--- src/rtl/isa_pkg.sv ---
// Shared ThinPad ISA constants and fetch-path types for the instruction memory.
package isa_pkg;

    localparam int          DATA_W   = 16;
    localparam int          PC_W     = 16;
    localparam logic [15:0] NOP_WORD = 16'h0800;

    // Major opcode field (instr[15:11]) values seen on the fetch/decode path.
    localparam logic [4:0] OP_NOP  = 5'b00001;
    localparam logic [4:0] OP_ADDIU = 5'b01001;
    localparam logic [4:0] OP_LI   = 5'b01101;
    localparam logic [4:0] OP_LW   = 5'b10011;
    localparam logic [4:0] OP_SW   = 5'b11011;
    localparam logic [4:0] OP_B    = 5'b00010;

    // Loader controller states.
    typedef enum logic [1:0] {
        ST_CLEAR = 2'd0,
        ST_LOAD  = 2'd1,
        ST_RUN   = 2'd2
    } state_t;

endpackage

--- src/rtl/instr_mem_loader_if.sv ---
// Fetch and program-load signal bundle between the CPU/bootloader and the
// loadable instruction memory.
interface instr_mem_loader_if
    import isa_pkg::*;
#(
    parameter int DATA_W = isa_pkg::DATA_W,
    parameter int ADDR_W = 6
);
    // fetch side
    logic [PC_W-1:0]   pc;
    logic              fetch_en;
    logic              stall;
    logic              mem_conflict;
    logic [DATA_W-1:0] instr;
    logic              instr_valid;
    logic              pc_oor;
    // load side
    logic              load_start;
    logic              load_valid;
    logic [DATA_W-1:0] load_data;
    logic              load_last;
    logic              load_ready;
    logic              load_err;
    // status
    logic              busy;
    logic [ADDR_W:0]   prog_len;

    modport master (
        output pc, fetch_en, stall, mem_conflict,
        output load_start, load_valid, load_data, load_last,
        input  instr, instr_valid, pc_oor, load_ready, load_err, busy, prog_len
    );

    modport slave (
        input  pc, fetch_en, stall, mem_conflict,
        input  load_start, load_valid, load_data, load_last,
        output instr, instr_valid, pc_oor, load_ready, load_err, busy, prog_len
    );

endinterface

--- src/rtl/imem_ram.sv ---
// DEPTH x DATA_W instruction store: one write port, one synchronous read port.
// Read data holds when re is low, which the fetch path relies on for stalls.
module imem_ram #(
    parameter int DATA_W = 16,
    parameter int ADDR_W = 6,
    parameter int DEPTH  = 64
) (
    input  logic              clk,
    input  logic              we,
    input  logic [ADDR_W-1:0] waddr,
    input  logic [DATA_W-1:0] wdata,
    input  logic              re,
    input  logic [ADDR_W-1:0] raddr,
    output logic [DATA_W-1:0] rdata
);

    logic [DATA_W-1:0] mem [DEPTH];

    // Write port: clear sweep and program load.
    always_ff @(posedge clk) begin
        if (we)
            mem[waddr] <= wdata;
    end

    // Registered read port; output holds while re is low.
    always_ff @(posedge clk) begin
        if (re)
            rdata <= mem[raddr];
    end

endmodule

--- src/rtl/instr_mem_loader.sv ---
// Loadable instruction memory for the ThinPad fetch stage: clears itself after
// reset, accepts a streamed program from the bootloader, and serves a
// registered, stall-aware fetch with NOP injection.
module instr_mem_loader
    import isa_pkg::*;
#(
    parameter int          DATA_W   = isa_pkg::DATA_W,
    parameter int          ADDR_W   = 6,
    parameter int          DEPTH    = 64,
    parameter logic [15:0] NOP_WORD = isa_pkg::NOP_WORD
) (
    input  logic               clk,
    input  logic               rst,
    instr_mem_loader_if.slave  bus
);

    localparam logic [ADDR_W-1:0] CNT_LAST = (ADDR_W)'(DEPTH - 1);
    localparam logic [ADDR_W:0]   LEN_FULL = (ADDR_W + 1)'(DEPTH);
    localparam logic [DATA_W-1:0] NOP_D    = (DATA_W)'(NOP_WORD);

    state_t            state, state_nxt;
    logic [ADDR_W-1:0] cnt;
    // prog_len doubles as the load write pointer: they are always equal.
    logic [ADDR_W:0]   len_q;
    logic              err_q;
    logic              vld_q;
    logic              oor_q;
    // instr comes from the RAM read register when set, otherwise it is NOP.
    logic              sel_ram_q;

    logic              run, in_range, enter_load, accept, full;
    logic              fetch_hit;
    logic              ram_we, ram_re;
    logic [ADDR_W-1:0] ram_waddr;
    logic [DATA_W-1:0] ram_wdata, ram_rdata;

    assign run        = (state == ST_RUN);
    assign in_range   = bus.pc < PC_W'(len_q);
    assign enter_load = run && bus.load_start && !bus.stall;
    assign accept     = (state == ST_LOAD) && bus.load_valid;
    assign full       = (len_q == LEN_FULL);
    assign fetch_hit  = run && !bus.stall && !bus.load_start && !bus.mem_conflict
                        && bus.fetch_en && in_range;

    // Memory port steering: CLEAR sweeps NOPs, LOAD stores accepted words,
    // RUN only reads, so reads and writes never overlap.
    always_comb begin
        ram_we    = 1'b0;
        ram_waddr = cnt;
        ram_wdata = NOP_D;
        if (state == ST_CLEAR) begin
            ram_we = 1'b1;
        end else if (accept && !full) begin
            ram_we    = 1'b1;
            ram_waddr = len_q[ADDR_W-1:0];
            ram_wdata = bus.load_data;
        end
    end

    assign ram_re = fetch_hit;

    imem_ram #(
        .DATA_W (DATA_W),
        .ADDR_W (ADDR_W),
        .DEPTH  (DEPTH)
    ) u_ram (
        .clk   (clk),
        .we    (ram_we),
        .waddr (ram_waddr),
        .wdata (ram_wdata),
        .re    (ram_re),
        .raddr (bus.pc[ADDR_W-1:0]),
        .rdata (ram_rdata)
    );

    // Next-state logic for the CLEAR -> RUN <-> LOAD controller.
    always_comb begin
        state_nxt = state;
        case (state)
            ST_CLEAR: if (cnt == CNT_LAST) state_nxt = ST_RUN;
            ST_RUN:   if (enter_load) state_nxt = ST_LOAD;
            ST_LOAD:  if (accept && bus.load_last) state_nxt = ST_RUN;
            default:  state_nxt = ST_CLEAR;
        endcase
    end

    // State register, counters and fetch output registers.
    always_ff @(posedge clk) begin
        if (!rst) begin
            state     <= ST_CLEAR;
            cnt       <= '0;
            len_q     <= '0;
            err_q     <= 1'b0;
            vld_q     <= 1'b0;
            oor_q     <= 1'b0;
            sel_ram_q <= 1'b0;
        end else begin
            state <= state_nxt;
            case (state)
                ST_CLEAR: begin
                    cnt   <= cnt + 1'b1;
                    vld_q <= 1'b0;
                end
                ST_LOAD: begin
                    vld_q <= 1'b0;
                    if (accept) begin
                        if (!full) len_q <= len_q + 1'b1;
                        else       err_q <= 1'b1;
                    end
                end
                ST_RUN: begin
                    if (bus.stall) begin
                        // hold instr, instr_valid and pc_oor
                    end else if (bus.load_start) begin
                        len_q <= '0;
                        err_q <= 1'b0;
                        vld_q <= 1'b0;
                    end else if (bus.mem_conflict) begin
                        vld_q     <= 1'b1;
                        oor_q     <= 1'b0;
                        sel_ram_q <= 1'b0;
                    end else if (bus.fetch_en) begin
                        vld_q     <= 1'b1;
                        oor_q     <= !in_range;
                        sel_ram_q <= in_range;
                    end else begin
                        vld_q <= 1'b0;
                    end
                end
                default: ;
            endcase
        end
    end

    assign bus.instr       = sel_ram_q ? ram_rdata : NOP_D;
    assign bus.instr_valid = vld_q;
    assign bus.pc_oor      = oor_q;
    assign bus.load_ready  = (state == ST_LOAD);
    assign bus.load_err    = err_q;
    assign bus.busy        = !run;
    assign bus.prog_len    = len_q;

endmodule
--- src/flat_wrapper.sv ---
// flat-port wrapper written by rule: the top's interface ports become plain ports
module instr_mem_loader_flat import isa_pkg::*;
#(
    parameter int          DATA_W   = isa_pkg::DATA_W,
    parameter int          ADDR_W   = 6,
    parameter int          DEPTH    = 64,
    parameter logic [15:0] NOP_WORD = isa_pkg::NOP_WORD
)
  (clk, rst, bus_pc, bus_fetch_en, bus_stall, bus_mem_conflict, bus_load_start, bus_load_valid, bus_load_data, bus_load_last, bus_instr, bus_instr_valid, bus_pc_oor, bus_load_ready, bus_load_err, bus_busy, bus_prog_len);
  instr_mem_loader_if #(.DATA_W(DATA_W), .ADDR_W(ADDR_W)) bus_i ();
  input  logic clk;
  input  logic rst;
  input wire logic [$bits(bus_i.pc)-1:0] bus_pc;
  input wire logic [$bits(bus_i.fetch_en)-1:0] bus_fetch_en;
  input wire logic [$bits(bus_i.stall)-1:0] bus_stall;
  input wire logic [$bits(bus_i.mem_conflict)-1:0] bus_mem_conflict;
  input wire logic [$bits(bus_i.load_start)-1:0] bus_load_start;
  input wire logic [$bits(bus_i.load_valid)-1:0] bus_load_valid;
  input wire logic [$bits(bus_i.load_data)-1:0] bus_load_data;
  input wire logic [$bits(bus_i.load_last)-1:0] bus_load_last;
  output wire logic [$bits(bus_i.instr)-1:0] bus_instr;
  output wire logic [$bits(bus_i.instr_valid)-1:0] bus_instr_valid;
  output wire logic [$bits(bus_i.pc_oor)-1:0] bus_pc_oor;
  output wire logic [$bits(bus_i.load_ready)-1:0] bus_load_ready;
  output wire logic [$bits(bus_i.load_err)-1:0] bus_load_err;
  output wire logic [$bits(bus_i.busy)-1:0] bus_busy;
  output wire logic [$bits(bus_i.prog_len)-1:0] bus_prog_len;
  assign bus_i.pc = bus_pc;
  assign bus_i.fetch_en = bus_fetch_en;
  assign bus_i.stall = bus_stall;
  assign bus_i.mem_conflict = bus_mem_conflict;
  assign bus_i.load_start = bus_load_start;
  assign bus_i.load_valid = bus_load_valid;
  assign bus_i.load_data = bus_load_data;
  assign bus_i.load_last = bus_load_last;
  assign bus_instr = bus_i.instr;
  assign bus_instr_valid = bus_i.instr_valid;
  assign bus_pc_oor = bus_i.pc_oor;
  assign bus_load_ready = bus_i.load_ready;
  assign bus_load_err = bus_i.load_err;
  assign bus_busy = bus_i.busy;
  assign bus_prog_len = bus_i.prog_len;
  instr_mem_loader #(.DATA_W(DATA_W), .ADDR_W(ADDR_W), .DEPTH(DEPTH), .NOP_WORD(NOP_WORD)) u_core (.clk(clk), .rst(rst), .bus(bus_i));
endmodule
--- config.mk ---
export PLATFORM = sky130hd
export DESIGN_NAME = instr_mem_loader_flat
export DESIGN_NICKNAME = d
export VERILOG_FILES = /design/src/rtl/isa_pkg.sv /design/src/rtl/instr_mem_loader_if.sv /design/src/rtl/imem_ram.sv /design/src/rtl/instr_mem_loader.sv /design/src/flat_wrapper.sv
export SDC_FILE = /design/constraint.sdc
export NUM_CORES = 1
export LEC_CHECK = 0
export CAP_MARGIN = 10
export CORE_MARGIN = 2
export CORE_UTILIZATION = 55
export DETAILED_ROUTE_END_ITERATION = 16
export DONT_BUFFER_PORTS = 1
export PLACE_DENSITY_LB_ADDON = 0.3
export SLEW_MARGIN = 15
export SYNTH_ARGS = -nofsm -noshare
export SYNTH_HDL_FRONTEND = slang
export SYNTH_HIERARCHICAL = 1
export SYNTH_SLANG_ARGS = --single-unit
--- constraint.sdc ---
create_clock -name clk -period 3.7 [get_ports clk]
set_input_delay 0.74 -clock clk [delete_from_list [all_inputs] [get_ports clk]]
set_output_delay 0.74 -clock clk [all_outputs]
set_load 0.02 [all_outputs]
==> Yosys cells after proc, flatten, opt, wreduce, memory -nomap -nowiden <==
Memories as Yosys holds them, arrays and structs flattened. A register that Yosys moved wholly into a read port is not among the register bits.
Index checks and enable logic that the tools add are counted.
{ "totals": {"n_memories": 1, "wordCells": 83, "output_inout_bits": 28, "latch_bits": 0, "regBits": 19, "inputBits": 40, "mem_bits_rw": 1024, "romBits": 0} }
{ "classes": {"mul": 0, "reduce_logical": 26, "shift": 0, "n_eq_ne": 12, "add_sub_neg": 2, "muxes": 32, "bitwise": 2, "div": 0, "n_lt_le_gt_ge": 1} }
{ "mem_list": {"columns": ["name", "words", "word_bits", "rd", "rd_ports_with_merged_regs", "wr", "line_no", "text"], "rows": [
  ["u_core.u_ram.mem", 64, 16, 1, 1, 1, "imem_ram.sv:17", "logic [DATA_W-1:0] mem [DEPTH];"]
]} }
{ "op_table": {"columns": ["cell", "n"], "rows": [
  ["two-way mux 16 bit", 3],
  ["two-way mux 7 bit", 4],
  ["< comparator 16 x 7 -> 1 bit", 1],
  ["two-way mux 1 bit", 16],
  ["one-hot mux 7 bit (2 select lines)", 1],
  ["two-way mux 6 bit", 2],
  ["logical AND 1 bit", 10],
  ["!= test 2 bit (second input constant)", 5],
  ["AND reduction 5 bit", 2],
  ["adder 7 x 1 -> 7 bit (second input constant)", 1],
  ["equality test 7 bit (second input constant)", 1],
  ["adder 6 x 1 -> 6 bit (second input constant)", 1],
  ["equality test 6 bit (second input constant)", 1],
  ["logical NOT 1 bit", 6],
  ["two-way mux 2 bit", 3],
  ["!= test 2 x 1 -> 1 bit (second input constant)", 3],
  ["one-hot mux 2 bit (3 select lines)", 1],
  ["nonzero test 2 bit", 3],
  ["one-hot mux 1 bit (2 select lines)", 2],
  ["AND reduction 4 bit", 1],
  ["AND reduction 3 bit", 1],
  ["equality test 2 x 1 -> 1 bit (second input constant)", 1],
  ["equality test 2 bit (second input constant)", 1],
  ["logical NOT 2 bit", 1],
  ["other kinds (3)", 4]
]} }

==> Longest topological paths before layout <==
{ "logic_depth": {"depth_word": 7, "depth_mapped": 10, "depth_no_buf": 8} }

==> By module <==
The synthesis kept the hierarchy.
{ "modules_own_cells": {"columns": ["module", "n_inst", "cells_each", "area_each_um2", "seq_area_each_um2"], "rows": [
  ["imem_ram", 1, 1829, 40202.3, 31230.0],
  ["instr_mem_loader", 1, 171, 1422.6, 380.4]
]} }

==> Worst setup path after synthesis <==
Ideal clock, no wire load.
{ "synth_path": {"path_type": "register -> register", "startpoint": "register u_core.len_q[2] (netlist: u_core/bus.prog_len[2])", "endpoint": "memory u_core.u_ram.mem[48][0] (enable)", "required_ns": 3.291, "setup_slack_ns": 0.023, "arrival_ns": 3.268, "synth_period_minus_slack_ns": 3.677, "n_path_buf": 2, "path_stages_with_launch": 9, "setup_time_ns": 0.409, "path_cell_list": "dfxtp_1 > or4_4 > o21a_4 > buf_6 > mux2_4 > clkbuf_1 > nor2b_1 > nand4b_1 > nor3_1"} }
{ "synth_between": {"word_cells_on_any_way": 9, "cone_classes": "eq/ne (1); mux (6); reduce/logical (2)"} }
{ "synth_rtl": {"columns": ["item", "line_no", "text"], "rows": [
  ["start: declaration", "instr_mem_loader.sv:24", "logic [ADDR_W:0] len_q;"],
  ["start signal: assignment", "instr_mem_loader.sv:107", "if (!full) len_q <= len_q + 1'b1;"],
  ["equality test 7 bit", "instr_mem_loader.sv:41", "assign full = (len_q == LEN_FULL);"],
  ["logical NOT 1 bit", "instr_mem_loader.sv:53", "end else if (accept && !full) begin"],
  ["logical AND 1 bit", "instr_mem_loader.sv:53", null],
  ["two-way mux 6 bit", "instr_mem_loader.sv:53", null],
  ["two-way mux 6 bit", "instr_mem_loader.sv:51", "if (state == ST_CLEAR) begin"],
  ["via u_core.ram_waddr[3]", "instr_mem_loader.sv:34", "logic [ADDR_W-1:0] ram_waddr;"],
  ["end: declaration", "imem_ram.sv:17", null]
]} }
The timed path passes the listed nets, and every way through them passes these cells.

==> Final worst setup path <==
{ "layout_path": {"startpoint": "register u_core.state[0]", "endpoint": "memory u_core.u_ram.mem[24][8] (enable)"} }
{ "layout_between": {"word_cells_on_any_way": 10, "cone_classes": "eq/ne (1); mux (6); reduce/logical (3)"} }
{ "layout_rtl": {"columns": ["item", "line_no", "text"], "rows": [
  ["start: declaration", "instr_mem_loader.sv:21", "state_t state, state_nxt;"],
  ["start signal: assignment", "instr_mem_loader.sv:98", "state <= state_nxt;"],
  ["equality test 2 x 1 -> 1 bit", "instr_mem_loader.sv:40", "assign accept = (state == ST_LOAD) && bus.load_valid;"],
  ["logical AND 1 bit", "instr_mem_loader.sv:40", null],
  ["logical AND 1 bit", "instr_mem_loader.sv:53", null],
  ["two-way mux 6 bit", "instr_mem_loader.sv:53", null],
  ["two-way mux 6 bit *", "instr_mem_loader.sv:51", null],
  ["via u_core.ram_waddr[0]", "instr_mem_loader.sv:34", null]
]} }
Mark *: on every way through the listed nets, which the timed path passes. The rest lies on a longest branch.

==> reports/summary.txt <==
maximum VDD drop: 0.000385 V
nets@finish: 2146
vias in the first global route: 20100
Worst Skew: 0.0238 ns
Die H: 279 um
most frequent cells in the layout: edfxtp_1 (1040), mux4_2 (220), clkbuf_16 (103)
Req. time, crit path: 4.02 ns
RSZ-0062 raised after global routing: false
Post-synth EDFFs: 1040
dpl cell area: 43000 um^2
layout cells sized above 1: 24.7%
synth warn: 6
sequential-to-total area share from yosys stat: 75.9%
largest net degree at the start of global routing: 262
critical path class: reg -> reg
Crit Path Max Fanout: 25
worst slew margin relative to its limit: 34.4%
Final setup viols: 0
antenna violations before repair: 2
HP Class: in -> reg
Routed WL per cell: 30.5 um
fmax: 311 MHz
global-route wire length before repair: 139 mm
1st-iter DRT viols: 2491
ys flop type: edfxtp_1
ys async rst share: 0%
Syn Area/Cell: 20.8 um^2
cts bufs inserted: 100
FP Rows: 100
Initial Utilization: 55.7%
total nets after synthesis: 2049
max-cap violation count: 0
Final Hold Viols: 0
WL final: 96.0 mm
register bit total from synthesis: 1059
DIE AREA: 77900 um^2
CTS resizes: 0
CTS Sinks: 1059
fin crit share: 86.8%
synthesized cell area: 41600 um^2
Detailed Place HPWL: 56.4 mm
Clock transition at path regs: 0.06 ns
Distinct cells, synth: 66
H-tree levels: 3
DRC viols: 0
Power Dens Cells: 519 nW/um^2
Sum Neg Setup Slack: 0 ns
Vias/cell: 6.48
CTS tree: yes
Skew-Pair Late Insertion Delay: 0.67 ns
CP arrival: 3.53 ns
Area growth syn-to-layout: 11.5%
IO Port Bufs: 0
commonest non-fill, non-tap cell in the layout: edfxtp_1
CP startpoint kind: flip-flop
filler cell count: 4962
Bufs on Longest Clock Path: 3
Post-DRT Antenna Nets: 0
hold_ws: 0.208 ns
final core occ: 62.1%
Tot GR Track Use: 24.8%
total gr overflow: 0
post-synthesis cell count: 2000
hold-fix buffers at CTS: 0
CTS Root Cell: clkbuf_16
Initial DRT Pass Iterations: 7
IO Pins: 68
vias: 20400
status: completed
Post-Layout Inst Area: 46400 um^2
Die Wd: 279 um
CP Capture Type: flip-flop
Worst Max-Slew Pin Slew: 0.979 ns
Final Slew Violations: 0
core footprint: 74700 um^2
leakage power total: 16.6 nW
Final min period: 3.21 ns
GPL Wtd Cong: 0.861
setup bufs post-CTS: 0
state kept, by name, summed over array words and instances (netlist names):
name,cells
u_core/bus.pc_oor,1
u_core/u_ram/mem,1024
u_core/cnt,6
u_core/bus.prog_len,7
u_core/sel_ram_q,1
u_core/bus.load_err,1
u_core/u_ram/rdata,16
u_core/bus.instr_valid,1
u_core/state,2
worst max-delay path: stages (launching register included):
cell,delay (ns)
dfxtp_1,0.53
and3b_1,0.31
o21a_4,0.33
mux2_2,0.44
nor2b_1,0.27
nand2_1,0.45
nor2_1,0.24
buf_4,0.29
kinds of logic after synthesis:
family	after synthesis	share of synthesized area [%]
flip-flops	1059	75.9
multiplexers	342	15.1
AND/OR/NAND/NOR	307	3.84
AO/OA/AOI/OAI	158	2.79
buffers and inverters	120	1.95
adder cells (fa/ha/maj)	9	0.271
XOR/XNOR	5	0.105
worst paths after layout:
path,from,endpoint,slack [ns],depth (start not counted)
setup / recovery,u_core/state[0],u_core/u_ram/mem[24][8],0.49,7
hold / removal,rst,u_core/state[0],0.21,1
setup reg to reg,u_core/state[0],u_core/u_ram/mem[24][8],0.49,7
hold reg to reg,u_core/cnt[1],u_core/cnt[1],0.57,2
through the flow:
step | worst slack [ns] | instances | total power, mW
after floorplan | 0.0227 | 2000 | 13.9
after global placement | 0.495 | 2964 | 13.9
after detailed placement | 0.424 | 2964 | 13.9
after CTS | 0.582 | 3150 | 24.2
after global routing | 0.351 | 3150 | 24.7
final | 0.488 | 3151 | 24.1
cell usage after synthesis (6+ instances only):
master    count  area share, %
mux2i_1      85            2.0
a31oi_1       8           0.12
a211o_1       8           0.17
nand3_1      27           0.32
nand4_1      17           0.26
buf_2        38           0.46
a22o_1        6           0.13
a21oi_1      24           0.29
clkbuf_1     27           0.24
a211oi_1     10           0.18
nor2b_1      33           0.50
nand2b_1      8           0.12
and2_1       39           0.59
nand2_1      67           0.60
mux2_2       31           0.84
a41oi_1       6           0.13
a221o_1       6           0.14
edfxtp_1   1040             75
nor2_1       78           0.70
buf_4        13           0.23
a311oi_1      8           0.17
mux4_2      220             12
buf_6        19           0.51
o21ai_0      10           0.12
a22oi_1      40           0.72
a221oi_1     16           0.34
dfxtp_1      19           0.91
o21ai_1       8          0.096
ha_1          9           0.27
inv_1         9          0.081
cell type report:
class | count | area, um^2 | share of cell area, %
antenna | 1 | 2.50 | 0.00539
multi-input combinational | 821 | 9240 | 19.9
inverter | 9 | 33.8 | 0.0728
clock buffer | 120 | 2640 | 5.69
sequential | 1059 | 31600 | 68.1
tap | 969 | 1210 | 2.61
clock inverter | 66 | 723 | 1.56
timing repair buffer | 106 | 946 | 2.04
metal layers:
| layer | up-vias | global-route usage (%) | part of all wire [%] | routed length (um) |
|---|---|---|---|---|
| met4 | 4 | 8.17 | 3.3 | 3200 |
| li1 | 8478 | - | - | - |
| met2 | 1088 | 38.5 | 48 | 45800 |
| met5 | - | 0 | 0.023 | 22 |
| met1 | 10700 | 35.3 | 39 | 37400 |
| met3 | 188 | 5.62 | 9.9 | 9510 |
report_power, final:
part	internal [mW]	total (mW)	switching, mW
combinational	0.308	0.627	0.319
sequential	13.0	13.1	0.0186
clock	6.14	10.4	4.27
Power figures use the tool's default switching activity.
